===== config.mk =====
export PLATFORM = sky130hd
export DESIGN_NAME = alu_op_sequencer
export DESIGN_NICKNAME = d
export VERILOG_FILES = /design/src/rtl/alu_op_sequencer.sv
export SDC_FILE = /design/constraint.sdc
export NUM_CORES = 1
export LEC_CHECK = 0
export CAP_MARGIN = 20
export CORE_AREA = 2 2 93 95
export CTS_CLUSTER_SIZE = 8
export DETAILED_ROUTE_END_ITERATION = 8
export DIE_AREA = 0 0 95 97
export GPL_TIMING_DRIVEN = 1
export PLACE_DENSITY = 0.89
export SLEW_MARGIN = 30
export SYNTH_ARGS = -nofsm -noshare
export SYNTH_HDL_FRONTEND = slang
export SYNTH_SLANG_ARGS = --single-unit

===== constraint.sdc =====
create_clock -name clk -period 1.91 [get_ports clk]
set_clock_uncertainty 0.1 [all_clocks]
set_input_delay 0.382 -clock clk [delete_from_list [all_inputs] [get_ports clk]]
set_output_delay 0.382 -clock clk [all_outputs]
set_load 0.01 [all_outputs]

===== src/rtl/alu_op_sequencer.sv =====
// Drives one ALU request at a time through a fixed settle window, captures the result and flags,
// then issues a one-cycle writeback and a masked F-register update. Busy requests are not accepted.
module alu_op_sequencer #(
   parameter int unsigned SETTLE_CYCLES = 2,
   parameter logic [7:0]  F_RESET       = 8'h00
) (
   input  logic        clk,
   input  logic        notReset,
   input  logic        req_valid,
   output logic        req_ready,
   input  logic [4:0]  req_op,
   input  logic [4:0]  req_src_high,
   input  logic [5:0]  req_src_low,
   input  logic [3:0]  req_dst,
   input  logic        req_is16,
   input  logic [7:0]  req_flag_mask,
   output logic [18:0] alu_op,
   output logic [4:0]  alu_sel_high,
   output logic [5:0]  alu_sel_low,
   output logic        alu_flag_c,
   input  logic [15:0] alu_notResult,
   input  logic        alu_notCY4,
   input  logic        alu_notCY8,
   input  logic        alu_CY16,
   input  logic        alu_is8bitOverflow,
   input  logic        alu_is16bitOverflow,
   input  logic        alu_notIs8bitEvenParity,
   output logic        wb_valid,
   output logic [3:0]  wb_dst,
   output logic [15:0] wb_data,
   output logic [7:0]  flag_f
);

   typedef enum logic [1:0] {
      IDLE  = 2'd0,
      DRIVE = 2'd1,
      WB    = 2'd2
   } state_t;

   localparam logic [3:0]  LAST_CNT = 4'(SETTLE_CYCLES - 1);
   localparam logic [18:0] OP_NOP   = 19'h1;
   localparam logic [4:0]  OP_MAX   = 5'd18;

   state_t        state_q;
   logic [3:0]    cnt_q;
   logic [4:0]    op_q;
   logic [3:0]    dst_q;
   logic          is16_q;
   logic [7:0]    mask_q;
   logic [18:0]   alu_op_q;
   logic [4:0]    sel_high_q;
   logic [5:0]    sel_low_q;
   logic          flag_c_q;
   logic          req_ready_q;
   logic          wb_valid_q;
   logic [3:0]    wb_dst_q;
   logic [15:0]   wb_data_q;
   logic [7:0]    cf_q;
   logic [7:0]    flag_f_q;

   logic [15:0]   result_d;
   logic [7:0]    cf_d;
   logic          op_live_d;
   logic          is_sub_d;
   logic          is_arith_d;
   logic          carry_d;
   logic          half_d;

   // Flags are derived from the live ALU outputs; they are only sampled on the last settle count.
   always_comb begin
      result_d   = ~alu_notResult;
      op_live_d  = (op_q != 5'd0) && (op_q <= OP_MAX);
      is_sub_d   = (op_q == 5'd3) || (op_q == 5'd4);
      is_arith_d = (op_q >= 5'd1) && (op_q <= 5'd4);
      carry_d    = is16_q ? alu_CY16 : ~alu_notCY8;
      half_d     = ~alu_notCY4;
      cf_d       = 8'h00;
      cf_d[7]    = is16_q ? result_d[15] : result_d[7];
      cf_d[6]    = is16_q ? (result_d == 16'h0000) : (result_d[7:0] == 8'h00);
      cf_d[5]    = result_d[5];
      cf_d[4]    = is_sub_d ? ~half_d : half_d;
      cf_d[3]    = result_d[3];
      cf_d[2]    = is_arith_d ? (is16_q ? alu_is16bitOverflow : alu_is8bitOverflow)
                              : ~alu_notIs8bitEvenParity;
      cf_d[1]    = is_sub_d;
      cf_d[0]    = is_sub_d ? ~carry_d : carry_d;
   end

   always_ff @(posedge clk or negedge notReset) begin
      if (!notReset) begin
         state_q     <= IDLE;
         cnt_q       <= 4'd0;
         op_q        <= 5'd0;
         dst_q       <= 4'd0;
         is16_q      <= 1'b0;
         mask_q      <= 8'h00;
         alu_op_q    <= OP_NOP;
         sel_high_q  <= 5'd0;
         sel_low_q   <= 6'd0;
         flag_c_q    <= 1'b0;
         req_ready_q <= 1'b1;
         wb_valid_q  <= 1'b0;
         wb_dst_q    <= 4'd0;
         wb_data_q   <= 16'h0000;
         cf_q        <= 8'h00;
         flag_f_q    <= F_RESET;
      end else begin
         case (state_q)
            IDLE: begin
               if (req_valid && req_ready_q) begin
                  op_q        <= req_op;
                  dst_q       <= req_dst;
                  is16_q      <= req_is16;
                  mask_q      <= req_flag_mask;
                  // An out-of-range op keeps the ALU on NOP; the request is still consumed.
                  alu_op_q    <= (req_op <= OP_MAX) ? (19'd1 << req_op) : OP_NOP;
                  sel_high_q  <= req_src_high;
                  sel_low_q   <= req_src_low;
                  flag_c_q    <= flag_f_q[0];
                  req_ready_q <= 1'b0;
                  cnt_q       <= 4'd0;
                  state_q     <= DRIVE;
               end
            end
            DRIVE: begin
               if (cnt_q == LAST_CNT) begin
                  wb_data_q  <= is16_q ? result_d : {8'h00, result_d[7:0]};
                  wb_dst_q   <= dst_q;
                  wb_valid_q <= op_live_d && (dst_q != 4'hF);
                  cf_q       <= cf_d;
                  state_q    <= WB;
               end else begin
                  cnt_q <= cnt_q + 4'd1;
               end
            end
            WB: begin
               wb_valid_q <= 1'b0;
               if (op_live_d) begin
                  flag_f_q <= (flag_f_q & ~mask_q) | (cf_q & mask_q);
               end
               alu_op_q    <= OP_NOP;
               sel_high_q  <= 5'd0;
               sel_low_q   <= 6'd0;
               flag_c_q    <= 1'b0;
               req_ready_q <= 1'b1;
               state_q     <= IDLE;
            end
            default: begin
               state_q     <= IDLE;
               req_ready_q <= 1'b1;
               wb_valid_q  <= 1'b0;
               alu_op_q    <= OP_NOP;
            end
         endcase
      end
   end

   assign req_ready    = req_ready_q;
   assign alu_op       = alu_op_q;
   assign alu_sel_high = sel_high_q;
   assign alu_sel_low  = sel_low_q;
   assign alu_flag_c   = flag_c_q;
   assign wb_valid     = wb_valid_q;
   assign wb_dst       = wb_dst_q;
   assign wb_data      = wb_data_q;
   assign flag_f       = flag_f_q;

endmodule


==> results.md, run 1 <==
- Outcome: complete, no violations
- Mux share of post-synthesis cell area: 0.0936
- Slew HR: 0.535
- Final ANT Viol Nets: 0
- Largest family of logic cells by synthesized area: compound AO/OA/AOI/OAI gates
- Syn_area_per_cell: 12.3 sq um
- Row cnt: 33
- Vias: 2,900
- Switching share of power: 0.338
- Peak VDD IR: 0.648 mV
- Max Slew Vio Count: 0
- Core Area: 8130 sq um
- Crit Path Category: reg -> out
- Final core utilization: 0.654
- Startpoint class of the critical path: register
- WL final: 8.95 mm
- PortBufs: 114
- # DRC: 0
- Worst EP required: 1.43 ns
- Endpoints failing setup: 0
- Synth Flop Type: dfrtp_1
- LEAKAGE: 2.36 nW
- Fin crit share: 0.958
- Overall Power: 7.57 mW
- Worst Path Max Fanout: 3
- Simple logic cell fraction of the synthesized area: 0.129
- Vias in the first global route: 2,903
- RSZ-0062 raised after global routing: false
- Syn Inst Count: 308
- Post-synthesis register bit count: 91
- Crit. path cell count: 1
- Crit path arrival time: 1.35 ns
- Largest net degree at the start of global routing: 34
- Hold Path Depth: 2
- Final Hold Viols: 0
- Combinational share of power: 0.406
- GPL Wtd Cong: 0.812
- Async set-reset flop share out of synthesis: 1.00
- Clock share of power: 0.167
- Setup_tns: 0 ns
- Area after DPL: 5100 sq um
- Number of synthesized flops with an enable pin: 0
- CTS H-tree depth: 3
- Unique masters post-synth: 42
- Share of post-route cells with drive strength above 1: 0.169
- Initial Util: 0.465
- Clock tree sinks: 91
- NetSw: 2.56 mW
- Clock Path Buffers: 2
- Initial antenna violation count: 0
- Xor-xnor portion of the synthesized cell area: 0.00695
- Upper clock frequency limit: 547 MHz
- Register clock-pin slew on the reported worst setup and hold paths: 0.09 ns
- Worst path slowest cell: clkdlybuf4s50_1
- Inserted Diodes: 0
- Sequential share of power: 0.427
- Mapped Nets: 364
- Slew of the pin with the lowest slew margin: 0.697 ns
- Final instance area: 5320 sq um
- CTS Root Buffer Type: clkbuf_8
- Hold_ws: 0.380 ns
- Reg2Reg Depth: 5
- Io pins: 115
- GRT Util Overall: 0.204
- Nets: 489
- Tmin final: 1.83 ns
- Buffers & Inverters on Critical Path: 1
- Synth Area in Adders: 0.00662
- Warnings from Yosys: 0
- Max Cap Violations: 0
- Delay-heaviest family, CP: buffers and inverters
- Grt ovf: 0
- Synthesis-to-layout area growth: 40.7%
- First-pass GRT wire length: 14.6 mm
- Mapped cell area: 3780 sq um
- Sequential cell area fraction in the yosys report: 0.603
- Die W: 95 microns
- Hold crit path type: reg -> reg
- Compound-gate portion of the synthesized area: 0.133
- Internal: 5.01 mW
- Worst Setup End Kind: output port
- DR WL/cell: 16.5 microns
- Pwr/cell area: 1420 nW/um^2
- Drt initial violations: 80
- DR pass1 iterations: 4
- Via density: 5.34
- CTS tree: done
- Die Ht: 97 microns
- Hpwl dp: 6.49 mm
- Critical path cell sequence: clkdlybuf4s50_1
- Die Area: 9220 sq um
- Inserted Clock Buffers: 9
- Clk_lat worst skew: 0.36 ns
- Max incr delay on CP: 0.58 ns
-- kinds of logic after synthesis --
family | after synthesis
AND/OR/NAND/NOR | 98
flip-flops | 91
AO/OA/AOI/OAI | 65
multiplexers | 29
buffers and inverters | 20
XOR/XNOR | 3
adder cells (fa/ha/maj) | 2
-- through the flow --
stage / setup slack [ns] / cells
2_1_floorplan: 0.151 / 308
3_5_place_dp: -0.344 / 525
6_report: 0.0807 / 543
4_1_cts: 0.0227 / 543
5_1_grt: 0.00781 / 543
3_3_place_gp: -0.270 / 525
-- cells in the final DEF, fill, tap and decap left out, types with 3 or more instances in the layout --
cell,count
clkdlybuf4s50_1,111
dfrtp_1,88
nand2_1,51
a22o_1,26
o21ai_0,20
mux2_2,19
buf_4,14
nand2b_1,11
nor2_1,9
clkbuf_8,9
mux2_4,8
nand4_1,6
a21oi_1,5
a32o_1,4
nor2b_1,3
nand3b_1,3
nor3_1,3
clkinv_2,3
buf_12,3
-- flip-flops by register name (all words and copies together), names as in the netlist, named ones only --
signal        cells
cf_q              6
alu_sel_high      5
alu_sel_low       6
req_ready         1
alu_flag_c        1
alu_op           19
state_q           2
cnt_q             4
wb_data          16
wb_valid          1
wb_dst            4
op_q              5
is16_q            1
mask_q            8
dst_q             4
-- power groups by stage --
stage	Clock [mW]	Sequential, mW	Combinational [mW]
finish	1.26	3.23	3.07
global route	1.37	3.33	3.35
CTS	1.28	3.23	3.10
detailed placement	0	3.26	3.08
global placement	0	3.23	2.97
floorplan	0	3.34	1.55
-- routing by layer --
layer,GRT usage,share of wire,up-vias
li1,-,-,1351
met1,0.261,0.42,1447
met2,0.332,0.52,83
met3,0.0405,0.038,19
met4,0.0936,0.030,0
met5,0,0,-
-- cells in the mapped netlist (all sizes together) (2+ instances only) --
master	number	share of area
and4bb	2	0.0066
nor2b	3	0.0050
clkbuf	6	0.0086
mux2i	2	0.0053
nor2	10	0.0099
inv	2	0.0020
nand3b	3	0.0060
a21oi	5	0.0066
nand2	51	0.051
o21ai	21	0.028
nor3	5	0.0066
dfrtp	89	0.59
nand4	6	0.0099
nand2b	11	0.018
xnor2	2	0.0046
buf	11	0.017
a32o	4	0.011
a22o	26	0.060
dfstp	2	0.014
ha	2	0.0066
a221oi	2	0.0093
mux2	27	0.088
-- repair_timing --
action	in CTS	in global routing
hold buffers	1	0
endpoints found under the hold margin	25	0
setup buffers	1	0
gates resized for setup	2	4
pin swaps	1	0
endpoints found under the setup margin	6	6
-- path summary, 6_finish.rpt --
check | from | end | slack (ns)
max in group asynchronous | notReset | alu_sel_low[5] | 0.78
min | wb_dst[3] | wb_dst[3] | 0.38
max | register | flag_f[0] | 0.08
min in group asynchronous | notReset | mask_q[5] | 0.40
max reg2reg | op_q[1] | register | 0.09
min reg2reg | wb_dst[3] | wb_dst[3] | 0.38
-- final cells by class --
cell class / count / area, sq um
Tap cell: 105 / 131
Sequential cell: 91 / 2280
Fill cell: 587 / 2810
Clock buffer: 11 / 131
Multi-Input combinational cell: 197 / 1410
Clock inverter: 5 / 53.8
Inverter: 3 / 15.0
Timing Repair Buffer: 131 / 1300
(Power assumes the default switching activity.)
==> run 2, diff against run 1 <==
--- a/config.mk
+++ b/config.mk
@@ -6,10 +6,10 @@
 export NUM_CORES = 1
 export LEC_CHECK = 0
 export CAP_MARGIN = 20
-export CORE_AREA = 2 2 93 95
+export CORE_AREA = 8 8 91 110
 export CTS_CLUSTER_SIZE = 8
 export DETAILED_ROUTE_END_ITERATION = 8
-export DIE_AREA = 0 0 95 97
+export DIE_AREA = 0 0 99 118
 export GPL_TIMING_DRIVEN = 1
 export PLACE_DENSITY = 0.89
 export SLEW_MARGIN = 30
==> run 2 against run 1 <==
Net effect:
- via count increased by 0.28%
- sequential share of layout area is 1.0 points lower
- total power grew 7.9%
- global-route usage down 3.2 points
- critical path type is now reg -> reg
- fmax down 1.2%
- utilization grew 0.35 points
- sequential power barely moved
- die area grew 27%
==> results.md, run 2 (synthesis results as in run 1) <==
- Vias: 2,908 (+0.28%)
- WL final: 10.1 mm (+13%)
- Register clock-pin slew on the reported worst setup and hold paths: 0.08 ns (about the same)
- Startpoint class of the critical path: register
- Met2 routed WL: 5.57 mm (+21%)
- Reg2reg start: req_ready
- Endpoints failing setup: 0 (unchanged)
- Final instance area: 5450 sq um (+2.4%)
- Met1 WL: 3.88 mm (+4.0%)
- Clock Path Buffers: 2 (unchanged)
- Final ANT Viol Nets: 0 (unchanged)
- CTS H-tree depth: 3 (unchanged)
- Hpwl dp: 7.50 mm (+16%)
- Drt initial violations: 102 (+28%)
- Max Slew Vio Count: 0 (unchanged)
- Slew of the pin with the lowest slew margin: 0.664 ns (-0.0335 ns)
- Placed cells: 517 (-1.5%)
- Most frequent cells in the layout: clkdlybuf4s50_1 (111), dfrtp_1 (88), nand2_1 (50)
- Area after DPL: 5090 sq um (-0.20%)
- Inserted Diodes: 0 (unchanged)
- GRT Util Overall: 0.172 (-0.0323)
- Peak VDD IR: 0.621 mV (-4.1%)
- Row cnt: 37 (+12%)
- Worst Setup End Kind: register
- Reg2Reg Depth: 5 (unchanged)
- Register-to-register setup slack: 0.06 ns (-0.03 ns)
- DR WL/cell: 18.6 microns (+13%)
- LEAKAGE: 2.43 nW (+3.0%)
- Tmin final: 1.85 ns (+0.0224 ns)
- CTS tree: done
- Share of post-route cells with drive strength above 1: 0.193 (+0.0239)
- Clk_lat worst skew: 0.35 ns (about the same)
- GPL Wtd Cong: 0.784 (-3.4%)
- Non-Filler Instances: 543 (unchanged)
- Largest net degree at the start of global routing: 35 (+2.9%)
- Fillers: 582 (-0.85%)
- Worst Setup EP: mask_q[1]
- Grt ovf: 0 (unchanged)
- Inserted Clock Buffers: 9 (unchanged)
- Io pins: 115 (unchanged)
- Pwr/cell area: 1500 nW/um^2 (+5.3%)
- PortBufs: 114 (unchanged)
- First-pass GRT wire length: 15.8 mm (+8.5%)
- Worst flop-to-flop path endpoint: mask_q[1]
- Nets: 497 (+1.6%)
- Initial Util: 0.456 (-0.00857)
- Final Hold Viols: 0 (unchanged)
- Slew HR: 0.557 (+0.0224)
- Highest Signal Layer: met4
- Crit Path Category: reg -> reg
- Die Ht: 118 microns (+22%)
- Worst EP required: 2.05 ns (+0.62 ns)
- Clock tree sinks: 91 (unchanged)
- Commonest non-fill, non-tap cell in the layout: clkdlybuf4s50_1
- Final core utilization: 0.658 (+0.00350)
- Via density: 5.36 (+0.28%)
- Upper clock frequency limit: 540 MHz (-1.2%)
- WL met3: 318 microns (-5.6%)
- CTS Root Buffer Type: clkbuf_8
- Die W: 99 microns (+4.2%)
- DR pass1 iterations: 4 (unchanged)
- Max Cap Violations: 0 (unchanged)
- # DRC: 0 (unchanged)
- Hold crit path type: reg -> reg
- Crit path arrival time: 1.99 ns (+0.64 ns)
- CP Launch Point: req_ready
- Initial antenna violation count: 0 (unchanged)
- Setup ws final: 0.0583 ns (-0.0224 ns)
- Worst slack, placed: -0.300 ns (+0.0434 ns)
- Vias in the first global route: 3,111 (+7.2%)
- RSZ-0062 raised after global routing: true
- Core Area: 8290 sq um (+1.9%)
- Outcome: complete, no violations
- Synthesis-to-layout area growth: 44.1%
- Die Area: 11,700 sq um (+27%)
- Max reg flops: 19 (unchanged)
- Fin crit share: 0.969 (+0.0117)
- Worst Path Max Fanout: 7 (+4)
[run 2: worst max-delay path, cell delays in order, from the launching register on]
cell	delay, ns
dfstp_2	0.57
nand2_2	0.07
buf_4	0.14
nor3_4	0.27
clkbuf_4	0.26
mux2_2	0.34
[run 2: per-stage QoR]
step,TNS (ns),total power [mW],hold WS [ns]
global placement,-6.00,6.26,0.230
CTS,0,8.08,0.390
finish,0,8.16,0.386
detailed placement,-9.19,6.43,0.231
global route,-0.0164,8.64,0.411
floorplan,0,4.89,-0.0136
[run 2: worst min path at each step]
stage,start,end,slack [ns],depth (start not counted)
after global placement,notReset,cf_q[6],0.23,1
after global routing,cf_q[1],cf_q[1],0.41,2
final,wb_dst[3],wb_dst[3],0.39,2
after CTS,wb_dst[3],wb_dst[3],0.39,2
after detailed placement,notReset,wb_data[5],0.23,1
after floorplan,notReset,async pin,-0.01,0
[run 2: timing repair]
item                                    4_1_cts  5_1_grt
resized for setup                             3        9
hold buffers                                  1        0
gates cloned                                  0        1
hold endpoints to repair                     23        0
setup buffers                                 2        6
endpoints found under the setup margin       10       23
pin swaps                                     1        3
[run 2: report_power, final]
group	switching (mW)	internal, mW	total, mW
Sequential	0.529	2.70	3.23
Combinational	1.51	1.81	3.33
Clock	0.636	0.975	1.61
[run 2: per-layer routing]
metal | track usage | up-vias
met3 | 0.0284 | 24
li1 | - | 1371
met4 | 0.0982 | 0
met2 | 0.302 | 60
met5 | 0 | -
met1 | 0.190 | 1453
[run 2: cell type report]
class                   count  area, sq um  area share
clock buffers              12          165      0.0303
flip-flops and latches     91         2280       0.418
clock inverters             4         95.1      0.0174
well taps                  97          121      0.0223
repair buffers            139         1360       0.249
inverters                   3         15.0     0.00275
multi-input cells         197         1420       0.260
==> run 3, diff against run 2 <==
--- a/config.mk
+++ b/config.mk
@@ -6,12 +6,13 @@
 export NUM_CORES = 1
 export LEC_CHECK = 0
 export CAP_MARGIN = 20
-export CORE_AREA = 8 8 91 110
+export CORE_AREA = 8 8 89 107
 export CTS_CLUSTER_SIZE = 8
 export DETAILED_ROUTE_END_ITERATION = 8
-export DIE_AREA = 0 0 99 118
+export DIE_AREA = 0 0 97 115
+export DONT_BUFFER_PORTS = 1
 export GPL_TIMING_DRIVEN = 1
-export PLACE_DENSITY = 0.89
+export PLACE_DENSITY = 0.63
 export SLEW_MARGIN = 30
 export SYNTH_ARGS = -nofsm -noshare
 export SYNTH_HDL_FRONTEND = slang
==> run 3 against run 2 <==
Net effect:
- sequential share of layout area rose by 13 points
- die area fell by 4.5%
- total power down 19%
- sequential cell count is the same
- fmax increased by 3.2%
- the run now ends with hold timing left
- highest routed layer unchanged
- critical path type unchanged
- clock power is 24% lower
- utilization down 13 points
- register-to-register slack better by 0.06 ns
- count of clock-buffer cells in the layout shrank 2
- critical endpoint is now wb_valid
==> results.md, run 3 (synthesis results as in run 1) <==
- Highest Signal Layer: met4
- Grt ovf: 0 (unchanged)
- Worst Path Max Fanout: 15 (+8)
- Fillers: 687 (+18%)
- Met1 WL: 3.39 mm (-12%)
- Drt initial violations: 94 (-7.8%)
- Setup ws final: 0.115 ns (+0.0566 ns)
- Worst Setup End Kind: register
- DR pass1 iterations: 4 (unchanged)
- Pwr/cell area: 1590 nW/um^2 (+6.5%)
- Slew HR: 0.542 (-0.0146)
- Initial antenna violation count: 0 (unchanged)
- Met2 routed WL: 3.49 mm (-37%)
- Commonest non-fill, non-tap cell in the layout: dfrtp_1
- Row cnt: 36 (-2.7%)
- CTS H-tree depth: 3 (unchanged)
- Vias: 2,343 (-19%)
- Startpoint class of the critical path: register
- Non-Filler Instances: 418 (-23%)
- Upper clock frequency limit: 557 MHz (+3.2%)
- Largest net degree at the start of global routing: 92 (+160%)
- Clock tree sinks: 91 (unchanged)
- Overall Power: 6.60 mW (-19%)
- Storage cell area: 2280 sq um (about the same)
- Max Slew Vio Count: 0 (unchanged)
- DR WL/cell: 19.3 microns (+3.7%)
- Placed cells: 397 (-23%)
- Nets: 374 (-25%)
- Crit Path Category: reg -> reg
- Hpwl dp: 5.91 mm (-21%)
- Clk_lat worst skew: 0.36 ns (about the same)
- Footprint of the multi-input gates: 1410 sq um (-0.62%)
- Vias in the first global route: 2,474 (-20%)
- Peak VDD IR: 0.665 mV (+7.1%)
- Violated checks: hold timing
- LEAKAGE: 1.92 nW (-21%)
- Clock Path Buffers: 2 (unchanged)
- Register clock-pin slew on the reported worst setup and hold paths: 0.09 ns (about the same)
- Synthesis-to-layout area growth: 9.39%
- Die Area: 11,200 sq um (-4.5%)
- Outcome: complete, but fails checks
- Max Cap Violations: 0 (unchanged)
- Worst slack, placed: 0.0302 ns (+0.331 ns)
- PortBufs: 0 (-100%)
- Slew of the pin with the lowest slew margin: 0.686 ns (+0.0219 ns)
- Final instance area: 4140 sq um (-24%)
- Worst EP required: 2.05 ns (about the same)
- Fin crit share: 0.940 (-0.0296)
- Tmin final: 1.80 ns (-0.0566 ns)
- Crit path arrival time: 1.94 ns (-0.05 ns)
- Most frequent cells in the layout: dfrtp_1 (89), nand2_1 (51), a22o_1 (26)
- GRT Util Overall: 0.147 (-0.0248)
- Final Hold Viols: 91 (+91)
- CTS Root Buffer Type: clkbuf_8
- Hold crit path type: in -> async
- Core Area: 7880 sq um (-4.9%)
- Endpoints failing setup: 0 (unchanged)
- Inserted Clock Buffers: 9 (unchanged)
- CTS tree: done
- Share of post-route cells with drive strength above 1: 0.223 (+0.0301)
- Io pins: 115 (unchanged)
- Final core utilization: 0.525 (-0.133)
- Final ANT Viol Nets: 0 (unchanged)
- Hold_ws: -0.384 ns (-0.770 ns)
- Initial Util: 0.480 (+0.0234)
- WL final: 8.06 mm (-20%)
- # DRC: 0 (unchanged)
- Die W: 97 microns (-2.0%)
- Die Ht: 115 microns (-2.5%)
- Via density: 5.61 (+4.7%)
- Inserted Diodes: 0 (unchanged)
- Area after DPL: 3910 sq um (-23%)
- WL met3: 1.05 mm (+230%)
- GPL Wtd Cong: 0.707 (-9.9%)
- Max reg flops: 19 (unchanged)
- First-pass GRT wire length: 13.3 mm (-16%)
-- run 3: cell types whose count changed in the layout (fill, tap and decap cells not counted), sizes merged --
cell and change:
dlygate4sd2 -2, clkinv +2, bufinv -3, clkinvlp +1, inv +2, clkbuf -4, buf -8, clkdlybuf4s50 -111
-- run 3: final timing paths --
kind                                   from        endpoint  slack [ns]  cells after the start
max in group asynchronous          notReset       alu_op[0]        1.91                      0
max reg2reg                        cnt_q[1]        wb_valid        0.11                      7
min reg2reg                         cf_q[4]         cf_q[4]        0.39                      2
min in group clk           alu_notResult[0]      wb_data[0]        0.02                      1
min                                notReset  alu_sel_low[5]       -0.38                      0
max                                cnt_q[1]        wb_valid        0.11                      7
-- run 3: power by group --
group	internal, mW	switching [mW]
logic	0.969	0.877
clock network	0.522	0.695
registers	2.70	0.839
-- run 3: critical path, cell delays in order (launching register included) --
cell      delay [ns]
dfrtp_1         0.40
inv_1           0.08
ha_1            0.14
nand2b_1        0.07
or3_4           0.47
clkinv_1        0.12
nor2_1          0.05
mux2_2          0.25
-- run 3: area by class of cell --
| cell class | count | area share |
|---|---|---|
| multi-input cells | 197 | 0.340 |
| repair buffers | 16 | 0.0327 |
| well taps | 95 | 0.0287 |
| clock inverters | 6 | 0.0118 |
| clock buffers | 10 | 0.0333 |
| inverters | 3 | 0.00272 |
| flip-flops and latches | 91 | 0.551 |
-- run 3: through the flow --
stage | setup TNS, ns | hold WS (ns)
after floorplan | 0 | -0.0136
after global placement | 0 | -0.0111
after detailed placement | 0 | -0.0110
after CTS | 0 | -0.408
after global routing | -0.00790 | -0.408
final | 0 | -0.384
-- run 3: routing by layer --
| layer | up-vias | GRT usage |
|---|---|---|
| li1 | 1115 | - |
| met2 | 92 | 0.214 |
| met1 | 1125 | 0.175 |
| met3 | 11 | 0.0805 |
| met4 | 0 | 0.0647 |
| met5 | - | 0 |
-- run 3: what timing repair did --
item,in CTS,in global routing
buffers inserted,0,4
endpoints found under the setup margin,0,12
hold endpoints to repair,91,92
gates resized for setup,0,1
